==> src/rtl/aes_cmd_ctrl_if.sv <==
// Stream bundle for the AES command controller.
// The slave view is the controller; the master view is the command source/sink.
interface aes_cmd_ctrl_if #(
    parameter int WORD_S = 32
);
    logic [WORD_S-1:0] s_axis_tdata;
    logic              s_axis_tvalid;
    logic              s_axis_tready;
    logic              s_axis_tlast;
    logic [WORD_S-1:0] m_axis_tdata;
    logic              m_axis_tvalid;
    logic              m_axis_tready;
    logic              m_axis_tlast;

    modport slave (
        input  s_axis_tdata,
        input  s_axis_tvalid,
        input  s_axis_tlast,
        input  m_axis_tready,
        output s_axis_tready,
        output m_axis_tdata,
        output m_axis_tvalid,
        output m_axis_tlast
    );

    modport master (
        output s_axis_tdata,
        output s_axis_tvalid,
        output s_axis_tlast,
        output m_axis_tready,
        input  s_axis_tready,
        input  m_axis_tdata,
        input  m_axis_tvalid,
        input  m_axis_tlast
    );
endinterface

==> src/rtl/aes_cmd_ctrl.sv <==
// Command sequencer between a 32-bit stream pair and an iterative AES-128 core.
// Collects a key/block payload, fires the core, streams the 128-bit reply.
module aes_cmd_ctrl #(
    parameter int          WORD_S      = 32,
    parameter int          BLK_S       = 128,
    parameter int          KEY_S       = 128,
    parameter logic [31:0] CMD_SET_KEY = 32'h0000_0010,
    parameter logic [31:0] CMD_ENCRYPT = 32'h0000_0020
) (
    input  logic             clk,
    input  logic             reset,
    aes_cmd_ctrl_if.slave    axis,
    output logic [0:KEY_S-1] aes_key,
    output logic [0:BLK_S-1] aes_plaintext,
    output logic             aes_key_load,
    output logic             aes_en,
    input  logic             aes_done,
    input  logic [0:BLK_S-1] aes_ciphertext,
    output logic             cmd_err
);

    typedef enum logic [2:0] {
        S_IDLE,
        S_RX,
        S_START,
        S_WAIT,
        S_TX
    } state_t;

    state_t           state;
    state_t           state_nx;
    logic             op_enc;
    logic [1:0]       cnt;
    logic [0:BLK_S-1] obuf;
    logic [6:0]       base;
    logic             s_fire;
    logic             m_fire;
    logic             is_key;
    logic             is_enc;
    logic             last_word;
    logic             unused_tlast;

    // Word n occupies bits [32n : 32n+31]; bit 0 is the MSB of word 0.
    assign base      = {cnt, 5'd0};
    assign is_key    = axis.s_axis_tdata == CMD_SET_KEY;
    assign is_enc    = axis.s_axis_tdata == CMD_ENCRYPT;
    assign last_word = cnt == 2'd3;

    assign axis.s_axis_tready = !reset
                              && (state == S_IDLE || state == S_RX);
    assign s_fire = axis.s_axis_tvalid && axis.s_axis_tready;

    assign axis.m_axis_tvalid = state == S_TX;
    assign axis.m_axis_tdata  = obuf[base +: WORD_S];
    assign axis.m_axis_tlast  = axis.m_axis_tvalid && last_word;
    assign m_fire = axis.m_axis_tvalid && axis.m_axis_tready;

    assign aes_key_load = state == S_START && !op_enc;
    assign aes_en       = state == S_START && op_enc;

    // Framing comes from the command, so tlast is not needed.
    assign unused_tlast = axis.s_axis_tlast;

    always_ff @(posedge clk) begin
        if (reset) begin
            state <= S_IDLE;
        end else begin
            state <= state_nx;
        end
    end

    always_comb begin
        state_nx = state;
        unique case (state)
            S_IDLE: begin
                if (s_fire && (is_key || is_enc)) begin
                    state_nx = S_RX;
                end
            end
            S_RX: begin
                if (s_fire && last_word) begin
                    state_nx = S_START;
                end
            end
            S_START: begin
                state_nx = S_WAIT;
            end
            S_WAIT: begin
                if (aes_done) begin
                    state_nx = S_TX;
                end
            end
            S_TX: begin
                if (m_fire && last_word) begin
                    state_nx = S_IDLE;
                end
            end
            default: begin
                state_nx = S_IDLE;
            end
        endcase
    end

    always_ff @(posedge clk) begin
        if (reset) begin
            cnt           <= '0;
            op_enc        <= 1'b0;
            aes_key       <= '0;
            aes_plaintext <= '0;
            obuf          <= '0;
            cmd_err       <= 1'b0;
        end else begin
            unique case (state)
                S_IDLE: begin
                    if (s_fire) begin
                        cnt <= '0;
                        if (is_enc) begin
                            op_enc <= 1'b1;
                        end else if (is_key) begin
                            op_enc <= 1'b0;
                        end else begin
                            cmd_err <= 1'b1;
                        end
                    end
                end
                S_RX: begin
                    // Counter wraps to 0 on the 4th word, ready for TX.
                    if (s_fire) begin
                        cnt <= cnt + 2'd1;
                        if (op_enc) begin
                            aes_plaintext[base +: WORD_S] <= axis.s_axis_tdata;
                        end else begin
                            aes_key[base +: WORD_S] <= axis.s_axis_tdata;
                        end
                    end
                end
                S_WAIT: begin
                    if (aes_done) begin
                        obuf <= op_enc ? aes_ciphertext : '0;
                    end
                end
                S_TX: begin
                    if (m_fire) begin
                        cnt <= cnt + 2'd1;
                    end
                end
                default: begin
                end
            endcase
        end
    end

endmodule
==> src/flat_wrapper.sv <==
// flat-port wrapper written by rule: the top's interface ports become plain ports
module aes_cmd_ctrl_flat 
#(
    parameter int          WORD_S      = 32,
    parameter int          BLK_S       = 128,
    parameter int          KEY_S       = 128,
    parameter logic [31:0] CMD_SET_KEY = 32'h0000_0010,
    parameter logic [31:0] CMD_ENCRYPT = 32'h0000_0020
)
  (clk, reset, aes_key, aes_plaintext, aes_key_load, aes_en, aes_done, aes_ciphertext, cmd_err, axis_s_axis_tdata, axis_s_axis_tvalid, axis_s_axis_tlast, axis_m_axis_tready, axis_s_axis_tready, axis_m_axis_tdata, axis_m_axis_tvalid, axis_m_axis_tlast);
  aes_cmd_ctrl_if #(.WORD_S(WORD_S)) axis_i ();
  input  logic clk;
  input  logic reset;
  output logic [0:KEY_S-1] aes_key;
  output logic [0:BLK_S-1] aes_plaintext;
  output logic aes_key_load;
  output logic aes_en;
  input  logic aes_done;
  input  logic [0:BLK_S-1] aes_ciphertext;
  output logic cmd_err;
  input wire logic [$bits(axis_i.s_axis_tdata)-1:0] axis_s_axis_tdata;
  input wire logic [$bits(axis_i.s_axis_tvalid)-1:0] axis_s_axis_tvalid;
  input wire logic [$bits(axis_i.s_axis_tlast)-1:0] axis_s_axis_tlast;
  input wire logic [$bits(axis_i.m_axis_tready)-1:0] axis_m_axis_tready;
  output wire logic [$bits(axis_i.s_axis_tready)-1:0] axis_s_axis_tready;
  output wire logic [$bits(axis_i.m_axis_tdata)-1:0] axis_m_axis_tdata;
  output wire logic [$bits(axis_i.m_axis_tvalid)-1:0] axis_m_axis_tvalid;
  output wire logic [$bits(axis_i.m_axis_tlast)-1:0] axis_m_axis_tlast;
  assign axis_i.s_axis_tdata = axis_s_axis_tdata;
  assign axis_i.s_axis_tvalid = axis_s_axis_tvalid;
  assign axis_i.s_axis_tlast = axis_s_axis_tlast;
  assign axis_i.m_axis_tready = axis_m_axis_tready;
  assign axis_s_axis_tready = axis_i.s_axis_tready;
  assign axis_m_axis_tdata = axis_i.m_axis_tdata;
  assign axis_m_axis_tvalid = axis_i.m_axis_tvalid;
  assign axis_m_axis_tlast = axis_i.m_axis_tlast;
  aes_cmd_ctrl #(.WORD_S(WORD_S), .BLK_S(BLK_S), .KEY_S(KEY_S), .CMD_SET_KEY(CMD_SET_KEY), .CMD_ENCRYPT(CMD_ENCRYPT)) u_core (.clk(clk), .reset(reset), .axis(axis_i), .aes_key(aes_key), .aes_plaintext(aes_plaintext), .aes_key_load(aes_key_load), .aes_en(aes_en), .aes_done(aes_done), .aes_ciphertext(aes_ciphertext), .cmd_err(cmd_err));
endmodule
==> config.mk <==
export PLATFORM = sky130hd
export DESIGN_NAME = aes_cmd_ctrl_flat
export DESIGN_NICKNAME = d
export VERILOG_FILES = /design/src/rtl/aes_cmd_ctrl_if.sv /design/src/rtl/aes_cmd_ctrl.sv /design/src/flat_wrapper.sv
export SDC_FILE = /design/constraint.sdc
export NUM_CORES = 1
export LEC_CHECK = 0
export CORE_MARGIN = 3
export CORE_UTILIZATION = 47
export DETAILED_ROUTE_END_ITERATION = 8
export GPL_TIMING_DRIVEN = 0
export PLACE_DENSITY = 0.8
export SLEW_MARGIN = 20
export SYNTH_ARGS = -nofsm -noshare
export SYNTH_HDL_FRONTEND = slang
export SYNTH_SLANG_ARGS = --single-unit
==> constraint.sdc <==
create_clock -name clk -period 2.1 [get_ports clk]
set_input_delay 0.42 -clock clk [delete_from_list [all_inputs] [get_ports clk]]
set_output_delay 0.42 -clock clk [all_outputs]
set_load 0.02 [all_outputs]
== Word-level counts from Yosys, hierarchy flattened ==
Cells that the tools add are included.

* Register bits after elaboration: 391
* Input bits: 166
* Output and inout port bits: 294

* Add/subtract/negate cells: 2
* Equality and inequality tests: 14
* Shifts and indexed selects: 3
* Multiplexer cells: 14
* Bitwise logic cells: 4
* Reductions and logical operators: 23

{| class="wikitable"
|+ Operator list
! kind !! count
|-
| $bwmux 128 || 2
|-
| $shift 129x9->128 const A || 1
|-
| $shiftx 128x8->129 || 1
|-
| $shiftx 129x9->128 || 1
|-
| $mux 128 || 1
|-
| $eq 32x5->1 const B || 1
|-
| $eq 32x6->1 const B || 1
|-
| $pmux 3 s5 || 1
|-
| $mux 3 || 4
|-
| $reduce_and 4->1 || 3
|-
| $ne 2x2->1 const B || 5
|-
| $logic_and 1x1->1 || 9
|-
| $neg 8->9 || 1
|-
| $reduce_and 3->1 || 3
|-
| $not 7->8 || 1
|-
| $eq 3x2->1 const B || 2
|-
| $mux 2 || 3
|-
| $pmux 2 s3 || 1
|-
| $ne 2x1->1 const B || 2
|-
| $eq 3x1->1 const B || 1
|-
| $eq 3x3->1 const B || 1
|-
| $logic_not 3->1 || 1
|-
| $not 1->1 || 3
|-
| $reduce_bool 3->1 || 1
|-
| 7 further kinds || 10
|}

== Depth between registers and ports, before layout ==
Gate-level depths: netlist of the first run.

* Word-level depth: 7
* Gate-level depth with buffers: 8

== Least setup slack after synthesis of the first run ==
No wires, ideal clock.

* Path kind: register to output
* From: reg u_core.cnt[0]
* To: out axis_m_axis_tdata[12]
* Arrival: 1495 ps
* Path slack: 185 ps
* Stages on the path, launching flop included: 4
* Path buffers: 2
* Path through: dfxtp_1 -> buf_2 -> buf_2 -> mux4_2

* Word-level cells in the longest chain between the ends: 2

{| class="wikitable"
|+ Ends and longest elaborated chain
! item !! line !! RTL
|-
| start: declaration || aes_cmd_ctrl.sv:33 || <nowiki>logic [1:0] cnt;</nowiki>
|-
| start signal: assignment || aes_cmd_ctrl.sv:129 || <nowiki>cnt <= cnt + 2'd1;</nowiki>
|-
| start signal: assignment || aes_cmd_ctrl.sv:144 || <nowiki>cnt <= cnt + 2'd1;</nowiki>
|-
| $not 7->8 (not written as such) || aes_cmd_ctrl.sv:54 || <nowiki>assign axis.m_axis_tdata = obuf[base +: WORD_S];</nowiki>
|-
| $shiftx 128x8->129 || aes_cmd_ctrl.sv:54 ||
|-
| end: declaration || flat_wrapper.sv:26 || <nowiki>output wire logic [$bits(axis_i.m_axis_tdata)-1:0] axis_m_axis_tdata;</nowiki>
|}

Every way passes these cells.

== Worst setup path in the final report of the first run ==
* From: reg u_core.cnt[0]
* To: out axis_m_axis_tdata[18]

The elaborated chain is that of the path after synthesis.

==> results of run 1 <==
## registers in the layout, summed over array words and instances (netlist names)
name and count:
u_core.aes_plaintext 128, u_core.state 3, u_core.cmd_err 1, u_core.op_enc 1, u_core.obuf 128, u_core.cnt 2
u_core.aes_key 128
## final cells by class
cell class / instances / area [um^2]
Fill cell: 2593 / 9840
Sequential cell: 391 / 7830
Multi-Input combinational cell: 1258 / 6570
Timing Repair Buffer: 452 / 4530
Clock buffer: 57 / 1200
Buffer: 209 / 1150
Tap cell: 435 / 544
Clock inverter: 12 / 196
Inverter: 4 / 18.8
Antenna cell: 4 / 10.0
## worst max-delay path: cells and delay by family (launching register included)
family | cells | cell delay [ns]
multiplexers | 1 | 0.56
buffers and inverters | 3 | 0.45
flip-flops | 1 | 0.36
## synth_stat cells
master,count,area share (%)
buf_4,2,0.098
buf_2,115,3.7
nor3_1,5,0.16
ha_1,4,0.33
mux4_2,32,4.7
a32oi_1,1,0.057
nor4b_1,2,0.11
a21oi_1,386,13
a22oi_1,1,0.049
and4bb_2,1,0.081
nor3b_1,2,0.098
mux2i_1,3,0.20
nand3b_1,1,0.049
nor2_1,9,0.22
nor2b_1,1,0.041
a31oi_1,1,0.041
or3b_2,2,0.11
and3_1,1,0.041
buf_6,11,0.81
nor4_1,8,0.33
o31ai_1,1,0.049
nand3_1,386,13
buf_1,2,0.049
and4_1,8,0.46
inv_1,4,0.098
clkbuf_1,82,2.0
nand2b_1,1,0.041
or4_4,1,0.073
nand4_1,10,0.41
dfxtp_1,391,51
xnor2_1,1,0.057
xor2_1,1,0.057
nand2_1,389,9.5
## per-layer routing
| metal | vias up | track usage [%] |
|---|---|---|
| met4 | 2 | 19.9 |
| met2 | 1088 | 56.4 |
| li1 | 7421 | - |
| met5 | - | 0 |
| met3 | 222 | 7.72 |
| met1 | 7926 | 40.6 |
## stage by stage
| stage | TNS (ns) | util, % | setup WS (ns) | std cells | power (uW) |
|---|---|---|---|---|---|
| final | -5.40 | 69.1 | -0.223 | 2822 | 15600 |
| after CTS | -6.04 | 68.8 | -0.280 | 2815 | 15600 |
| after global routing | -9.25 | 69.1 | -0.241 | 2822 | 15900 |
| after floorplan | 0 | - | 0.185 | 1865 | 7790 |
| after global placement | -127.76 | 63.3 | -0.766 | 2725 | 8220 |
| after detailed placement | -138.21 | 63.3 | -0.797 | 2725 | 8220 |
## power by group through the flow
stage,clock network [uW],logic [uW],registers (uW)
floorplan,0,200,7580
global placement,0,634,7580
detailed placement,0,639,7580
CTS,7530,639,7420
global route,7820,673,7410
finish,7540,656,7420
## worst min path at each step
stage	from	end	slack, ns	cells past startpoint
floorplan	u_core.obuf[32]	u_core.obuf[32]	0.43	2
global placement	u_core.obuf[6]	u_core.obuf[6]	0.43	2
detailed placement	u_core.obuf[72]	u_core.obuf[72]	0.44	2
CTS	axis_s_axis_tdata[13]	u_core.aes_plaintext[114]	0.17	3
global route	axis_s_axis_tdata[13]	u_core.aes_plaintext[18]	0.19	3
finish	axis_s_axis_tdata[11]	u_core.aes_plaintext[20]	0.18	3
## cells by family (layout without fill, tap and decap cells)
family	count (synthesis)	in the layout	synth area share, %
buffers and inverters	216	734	6.79
AO/OA/AOI/OAI	390	390	12.8
XOR/XNOR	2	2	0.114
other	0	4	0
flip-flops	391	391	50.9
AND/OR/NAND/NOR	827	827	24.3
multiplexers	35	35	4.88
adder cells (fa/ha/maj)	4	4	0.325
## what timing repair did
| action | 4_1_cts | 5_1_grt |
|---|---|---|
| setup buffers | 20 | 5 |
| setup endpoints to repair | 254 | 278 |
| cloned | 2 | 0 |
| resized for setup | 261 | 50 |
| pin swaps | 0 | 0 |
==> qor.log, run 1 <==
[floorplanning] Cell Rows 65
[layout] proportion of layout cells with a drive suffix above 1 13.5%
[clock_network] TritonCTS clock tree done
[yosys] Cell variety after synth 33
[critical_path] flop2flop setup slack -0.05 ns
[power] cell-internal power 12200 uW
[placed_design] placer congestion estimate 0.923
[yosys] total number of yosys warnings 0
[yosys] Mapped Area 15400 um^2
[timing] final clock period utilization by the worst path 111%
[placed_design] DP HPWL 45.6 mm
[detailed_routing] DRT met1 WL 22.8 mm
[layout] post-route cell area 22000 um^2
[clock_network] TritonCTS buffer count 41
[floorplanning] DIE AREA 34900 um^2
[critical_path] crit path launch type flop
[global_routing] total routing usage reported by global routing 34.0%
[layout] Area growth, synth to finish 43.3%
[floorplanning] I/O pins 460
[clock_network] clock slew seen by the registers of the worst setup and hold paths 0.07 ns
[run_status] violations in the final reports negative setup slack
[power] portion of total power attributed to sequential cells 47.5%
[critical_path] worst reg2reg path depth 6
[detailed_routing] wire length reported by the detailed router 63.1 mm
[critical_path] Worst Path Required 1.68 ns
[detailed_routing] DRC viols 0
[power] net switching power 3440 uW
[floorplanning] Starting Density 48.3%
[detailed_routing] metal2 WL 29.7 mm
[layout] most common cell after layout, fill and taps aside nand2_1
[yosys] Net Count, Synth 2035
[detailed_routing] number of optimization iterations in the first detailed-route pass 6
[critical_path] CP Class flop to output pin
[timing] transition time of the tightest slew-check pin 0.888 ns
[critical_path] capture instance of the worst register-to-register path u_core.aes_key[3]
[power] proportion of total power due to net switching 22.1%
[timing] final critical-path required period 2.32 ns
[timing] Fin Hold WS 0.178 ns
[timing] clock skew after layout 0.0232 ns
[critical_path] critical path data arrival time 1.90 ns
[yosys] sequential area share after synthesis 50.9%
[critical_path] Critical Path Sink axis_m_axis_tdata[18]
[global_routing] global-route wire length before repair 92.7 mm
[detailed_routing] First DRT Iteration DRCs 1664
[placed_design] count of input and output buffers 425
[yosys] flops & latches, synth 391
[timing] number of slew-limit violations in the final report 0
[critical_path] Slowest-stage cell, CP mux4_2
[global_routing] number of global-route vias before repair 15840
[timing] relative max-transition margin 40.8%
[layout] commonest cells after routing, fill and taps aside nand2_1, clkdlybuf4s50_1, dfxtp_1, nand3_1, a21oi_1
[placed_design] area post-placement 20200 um^2
[timing] unrepaired setup endpoints after global routing yes
[global_routing] initial antenna violation count 5
[detailed_routing] top routing layer used met5
[layout] nets 2527
[clock_network] Clk Latency, worst-skew pair 0.55 ns
[critical_path] CP endpoint kind output pin
[timing] timing-limited maximum frequency 430 MHz
[floorplanning] area inside the core boundary 31900 um^2
[critical_path] R2R Path Start u_core.cnt[1]
[power] P per Cell Area 708 nW/um^2
[floorplanning] Die Height 187 um
[power] Comb power frac 4.2%
[power] clock network fraction of total power 48.3%
[timing] slack of the critical path -0.223 ns
[floorplanning] die width 187 um
[timing] Hold Violations, Final 0
[job] number of max-cap violations 0
[timing] number of endpoints failing setup at the final stage 38
[detailed_routing] antenna-violating nets left 0
[critical_path] Worst Setup SP u_core.cnt[0]
[yosys] per-instance average area after synthesis 8.25 um^2
[power] Lkg Pwr 0.00735 uW
[detailed_routing] total via count after detailed routing 16659
[clock_network] Clock Path Buffers 3
[critical_path] list of cells traversed by the critical path buf_12, buf_12, mux4_2, buf_6
[detailed_routing] routed length on met3 6.62 mm
[critical_path] crit-path max cell delay 0.56 ns
[clock_network] buffer type at the clock tree root clkbuf_16
[detailed_routing] final routed wire length divided by cell count 22.4 um
[global_routing] largest net degree at the start of global routing 20
[clock_network] CTS HTree Levels 2
[global_routing] Overflow after GRT 0
[run_status] run status finished with violations
[worst_hold_path] Worst Hold Class input port to flop
[clock_network] clock tree sinks 391
[power] peak ir drop on the vdd network 508 uV
[clock_network] number of buffers inserted for hold repair after clock tree synthesis 0
[critical_path] most frequent cell on the critical path buf_12
[detailed_routing] vias per cell 5.90
[yosys] synthesized instance count 1865
[critical_path] highest net fanout along the worst path 8
No activity file was read; power rests on OpenSTA's default activity.
==> inputs of run 2 (changes only) <==
Settings changed: CORE_ASPECT_RATIO set to 1.1, CORE_MARGIN 3 to not set.
==> run 2 against run 1 <==
- the flow still finishes with violations (negative setup slack)
- fmax shrank 0.79%
- count of clock-buffer cells in the layout grew 2
- combinational power grew 0.9%
- power shrank 5.2%
- wire length fell by 2.7%
- largest cell class unchanged
==> qor.log, run 2 (synthesis gave the netlist of run 1 again) <==
[run_status] run status finished with violations
[run_status] violations in the final reports negative setup slack
[power] P per Cell Area 675 nW/um^2
[critical_path] crit path launch type flop
[clock_network] number of buffers inserted for hold repair after clock tree synthesis 0
[critical_path] crit-path max cell delay 0.55 ns
[placed_design] DP HPWL 44.7 mm
[floorplanning] die width 175 um
[layout] proportion of layout cells with a drive suffix above 1 13.2%
[timing] Fin Setup TNS -6.21 ns
[floorplanning] Cell Rows 69
[critical_path] list of cells traversed by the critical path buf_12, buf_12, mux4_2, buf_6
[timing] slack of the critical path -0.242 ns
[power] Lkg Pwr 0.00729 uW
[layout] count of filler cells inserted in the layout 2685
[critical_path] CP endpoint kind output pin
[worst_hold_path] Worst Hold Class input port to flop
[timing] number of slew-limit violations in the final report 0
[critical_path] highest net fanout along the worst path 8
[power] peak ir drop on the vdd network 474 uV
[timing] number of endpoints failing setup at the final stage 33
[timing] timing-limited maximum frequency 427 MHz
[clock_network] TritonCTS clock tree done
[floorplanning] area inside the core boundary 32300 um^2
[critical_path] CP Class flop to output pin
[global_routing] largest net degree at the start of global routing 20
[global_routing] initial antenna violation count 3
[detailed_routing] final routed wire length divided by cell count 21.9 um
[timing] final critical-path required period 2.34 ns
[detailed_routing] number of optimization iterations in the first detailed-route pass 6
[layout] leading registers by flop count u_core.aes_key x128, u_core.aes_plaintext x128, u_core.obuf x128
[detailed_routing] antenna-violating nets left 0
[detailed_routing] vias per cell 5.78
[layout] Area growth, synth to finish 42.5%
[clock_network] clock slew seen by the registers of the worst setup and hold paths 0.06 ns
[critical_path] most frequent cell on the critical path buf_12
[global_routing] global-route wire length before repair 89.1 mm
[timing] unrepaired setup endpoints after global routing yes
[critical_path] R2R Path Start u_core.cnt[0]
[floorplanning] I/O pins 460
[critical_path] Top Family by Delay on Critical Path multiplexers
[clock_network] clock tree sinks 391
[detailed_routing] total via count after detailed routing 16224
[timing] final clock period utilization by the worst path 112%
[floorplanning] DIE AREA 33500 um^2
[clock_network] Clock Path Buffers 3
[layout] nets 2522
[timing] clock skew after layout 0.0143 ns
[placed_design] placer congestion estimate 0.912
[detailed_routing] First DRT Iteration DRCs 1472
[critical_path] Worst Setup SP u_core.cnt[0]
[detailed_routing] DRC viols 0
[clock_network] CTS HTree Levels 2
[global_routing] number of global-route vias before repair 15071
[critical_path] critical path data arrival time 1.92 ns
[detailed_routing] wire length reported by the detailed router 61.4 mm
[critical_path] Worst Path Required 1.68 ns
[timing] relative max-transition margin 42.6%
[timing] Fin Hold WS 0.192 ns
[floorplanning] Die Height 192 um
[worst_hold_path] Worst Hold Launch axis_s_axis_tdata[13]
[global_routing] total routing usage reported by global routing 35.2%
[timing] transition time of the tightest slew-check pin 0.861 ns
[timing] Hold Violations, Final 0
[critical_path] Buffers & Inverters on Critical Path 3
[floorplanning] Starting Density 47.7%
[clock_network] buffer type at the clock tree root clkbuf_16
[critical_path] Slowest-stage cell, CP mux4_2
[placed_design] count of input and output buffers 425
[layout] commonest cells after routing, fill and taps aside nand2_1, dfxtp_1, clkdlybuf4s50_1, nand3_1, a21oi_1
[clock_network] Clk Latency, worst-skew pair 0.53 ns
[clock_network] TritonCTS buffer count 39
[critical_path] flop2flop setup slack 0.05 ns
[job] number of max-cap violations 0
[global_routing] Overflow after GRT 0
==> run 2: path summary, 6_finish.rpt <==
check	depth (start not counted)	end
worst max-delay path	4	axis_m_axis_tdata[11]
worst min-delay path	3	u_core.aes_plaintext[114]
worst max register to register	9	u_core.aes_key[64]
worst min register to register	2	u_core.obuf[16]
==> run 2: metrics by stage <==
stage          power (uW)  std cells  utilization [%]  setup slack, ns  area, um^2
2_1_floorplan        7790       1865                -            0.185       15400
3_3_place_gp         8230       2716             62.5           -0.815       20200
3_5_place_dp         8230       2716             62.5           -0.835       20200
4_1_cts             14800       2798             67.3           -0.248       21700
5_1_grt             15100       2806             67.9           -0.268       21900
6_report            14800       2809             67.9           -0.242       21900
==> run 2: layout make-up <==
cell class	count	area (um^2)	share of cell area, %
Sequential cell	391	7830	35.7
Clock buffer	59	1150	5.25
Inverter	4	18.8	0.0856
Clock inverter	10	61.3	0.280
Antenna cell	3	7.51	0.0342
Buffer	209	1190	5.43
Timing Repair Buffer	449	4560	20.8
Tap cell	426	533	2.43
Multi-Input combinational cell	1258	6570	30.0
==> run 2: layer usage <==
metal | vias to the layer above | GRT usage, % | wire length [um]
met1 | 7610 | 40.0 | 21700
met3 | 213 | 8.37 | 6090
li1 | 7407 | - | -
met4 | 2 | 18.5 | 3370
met2 | 992 | 61.3 | 30200
met5 | - | 0 | 13
==> run 2: repair_timing <==
action,in CTS,in global routing
setup buffers,10,10
gates cloned,4,0
pin swaps,1,4
endpoints found under the setup margin,278,301
endpoints found under the hold margin,0,0
resized for setup,260,73
==> run 2: worst min-delay path: stages <==
cell and delay [ns]:
buf_6 0.13, nand3_1 0.07, a21oi_1 0.05
==> run 2: power breakdown <==
| part | internal (uW) | leakage [uW] | switching (uW) | total, uW |
|---|---|---|---|---|
| Clock | 3790 | 0.000605 | 2930 | 6720 |
| Sequential | 7410 | 0.00315 | 1.17 | 7420 |
| Combinational | 276 | 0.00354 | 387 | 662 |
==> inputs of run 3 (changes only) <==
Settings changed: MAX_ROUTING_LAYER set to met4, REMOVE_ABC_BUFFERS set to 1.
==> run 3 against run 2 <==
- the run still ends with negative setup slack left
- design area rose by 2.5%
- power up 1.9%
- via count fell by 3.1%
- sequential share of layout area decreased by 0.79 points
- count of clock-buffer cells in the layout decreased by 2
- highest routed layer is now met4
==> qor.log, run 3 (synthesis gave the netlist of run 1 again) <==
[timing] final clock period utilization by the worst path 111%
[placed_design] DP HPWL 36.5 mm
[timing] Hold Violations, Final 0
[timing] timing-limited maximum frequency 430 MHz
[layout] sequential standard cell area 7850 um^2
[global_routing] initial antenna violation count 0
[floorplanning] DIE AREA 33500 um^2
[layout] count of filler cells inserted in the layout 2481
[critical_path] worst reg2reg path depth 8
[floorplanning] Cell Rows 69
[job] number of max-cap violations 0
[detailed_routing] final routed wire length divided by cell count 20.6 um
[run_status] violations in the final reports negative setup slack
[floorplanning] area inside the core boundary 32300 um^2
[timing] number of endpoints failing setup at the final stage 32
[timing] relative max-transition margin 62.1%
[critical_path] R2R Path Start u_core.cnt[1]
[critical_path] CP Class flop to output pin
[layout] area taken by multi-input logic gates 6660 um^2
[critical_path] crit path launch type flop
[clock_network] Clk Latency, worst-skew pair 0.53 ns
[detailed_routing] wire length reported by the detailed router 56.1 mm
[layout] proportion of layout cells with a drive suffix above 1 12.5%
[clock_network] number of buffers inserted for hold repair after clock tree synthesis 0
[timing] final critical-path required period 2.32 ns
[worst_hold_path] hold-critical path depth 2
[layout] leading registers by flop count u_core.aes_key x128, u_core.aes_plaintext x128, u_core.obuf x128
[floorplanning] Starting Density 47.7%
[clock_network] clock tree sinks 391
[timing] unrepaired setup endpoints after global routing yes
[power] peak ir drop on the vdd network 643 uV
[timing] transition time of the tightest slew-check pin 0.567 ns
[power] P per Cell Area 671 nW/um^2
[timing] slack of the critical path -0.224 ns
[detailed_routing] vias per cell 5.77
[detailed_routing] antenna-violating nets left 0
[detailed_routing] number of optimization iterations in the first detailed-route pass 6
[worst_hold_path] Worst Hold Class input port to flop
[detailed_routing] total via count after detailed routing 15724
[critical_path] flop2flop setup slack 0.01 ns
[detailed_routing] First DRT Iteration DRCs 1704
[run_status] run status finished with violations
[layout] nets 2440
[clock_network] CTS HTree Levels 2
[layout] commonest cells after routing, fill and taps aside clkdlybuf4s50_1, nand2_1, nand3_1, a21oi_1, dfxtp_1
[floorplanning] die width 175 um
[critical_path] critical path data arrival time 1.90 ns
[clock_network] Clock Path Buffers 3
[worst_hold_path] Worst Hold Endpoint u_core.obuf[23]
[clock_network] buffer type at the clock tree root clkbuf_16
[worst_hold_path] Worst Hold Launch reset
[global_routing] Overflow after GRT 0
[timing] clock skew after layout 0.00731 ns
[layout] number of antenna cells inserted 0
[timing] Fin Hold WS 0.292 ns
[global_routing] largest net degree at the start of global routing 118
[layout] most common cell after layout, fill and taps aside clkdlybuf4s50_1
[layout] post-route cell area 22500 um^2
[clock_network] clock slew seen by the registers of the worst setup and hold paths 0.06 ns
[clock_network] TritonCTS clock tree done
[placed_design] placer congestion estimate 0.813
[placed_design] count of input and output buffers 458
[placed_design] area post-placement 20400 um^2
[critical_path] capture instance of the worst register-to-register path u_core.aes_plaintext[88]
[floorplanning] I/O pins 460
[layout] Area growth, synth to finish 46.0%
[power] Lkg Pwr 0.00740 uW
[timing] number of slew-limit violations in the final report 0
[layout] final standard cell utilization of the core 69.6%
[power] total power 15100 uW
[critical_path] CP endpoint kind output pin
[global_routing] global-route wire length before repair 83.2 mm
[clock_network] TritonCTS buffer count 40
[detailed_routing] DRC viols 0
[floorplanning] Die Height 192 um
[critical_path] highest net fanout along the worst path 15
[critical_path] Worst Path Required 1.68 ns
[global_routing] total routing usage reported by global routing 32.8%
[global_routing] number of global-route vias before repair 14716
-- run 3: routing by layer --
metal	part of all wire [%]	vias to the layer above	GRT usage, %
li1	-	7219	-
met1	37	7450	38.1
met2	49	901	54.4
met3	9.7	154	7.09
met4	4.2	0	14.8
met5	0	-	-
-- run 3: worst max-delay path by stage --
| stage | from | end | slack [ns] | cells after the start |
|---|---|---|---|---|
| after floorplan | u_core.state[0] | u_core.obuf[0] | -5.88 | 4 |
| after global placement | reset | u_core.aes_plaintext[2] | -11.28 | 5 |
| after detailed placement | reset | u_core.aes_plaintext[57] | -1.00 | 8 |
| after CTS | u_core.op_enc | aes_en | -0.27 | 3 |
| after global routing | u_core.cnt[0] | axis_m_axis_tdata[17] | -0.26 | 4 |
| final | u_core.cnt[0] | axis_m_axis_tdata[30] | -0.22 | 4 |
-- run 3: per-stage QoR --
step	setup WS, ns	TNS, ns	instances
finish	-0.224	-4.94	2727
detailed placement	-1.00	-244.87	2590
CTS	-0.274	-13.77	2693
floorplan	-5.88	-1305.14	1653
global route	-0.264	-7.75	2727
global placement	-11.28	-4285.48	2537
-- run 3: report_power, final --
group	internal [uW]	switching, uW	total (uW)
Sequential	7410	0.949	7410
Combinational	310	288	599
Clock	4100	2980	7080
-- run 3: repair_timing --
item | CTS | global route
setup endpoints to repair | 411 | 237
gates cloned | 2 | 1
gates resized for setup | 192 | 67
pin swaps | 6 | 9
buffers inserted | 31 | 34
-- run 3: area by class of cell --
class                           instances  area share (%)
Tap cell                              426            2.37
Inverter                                4           0.100
Sequential cell                       391            34.9
Multi-Input combinational cell       1258            29.6
Clock inverter                         16           0.518
Clock buffer                           57            5.32
Timing Repair Buffer                  575            27.1
-- run 3: critical path, stage by stage (launching register included) --
cell and delay (ns):
dfxtp_4 0.39, buf_16 0.17, buf_4 0.13, mux4_2 0.50
buf_2 0.18
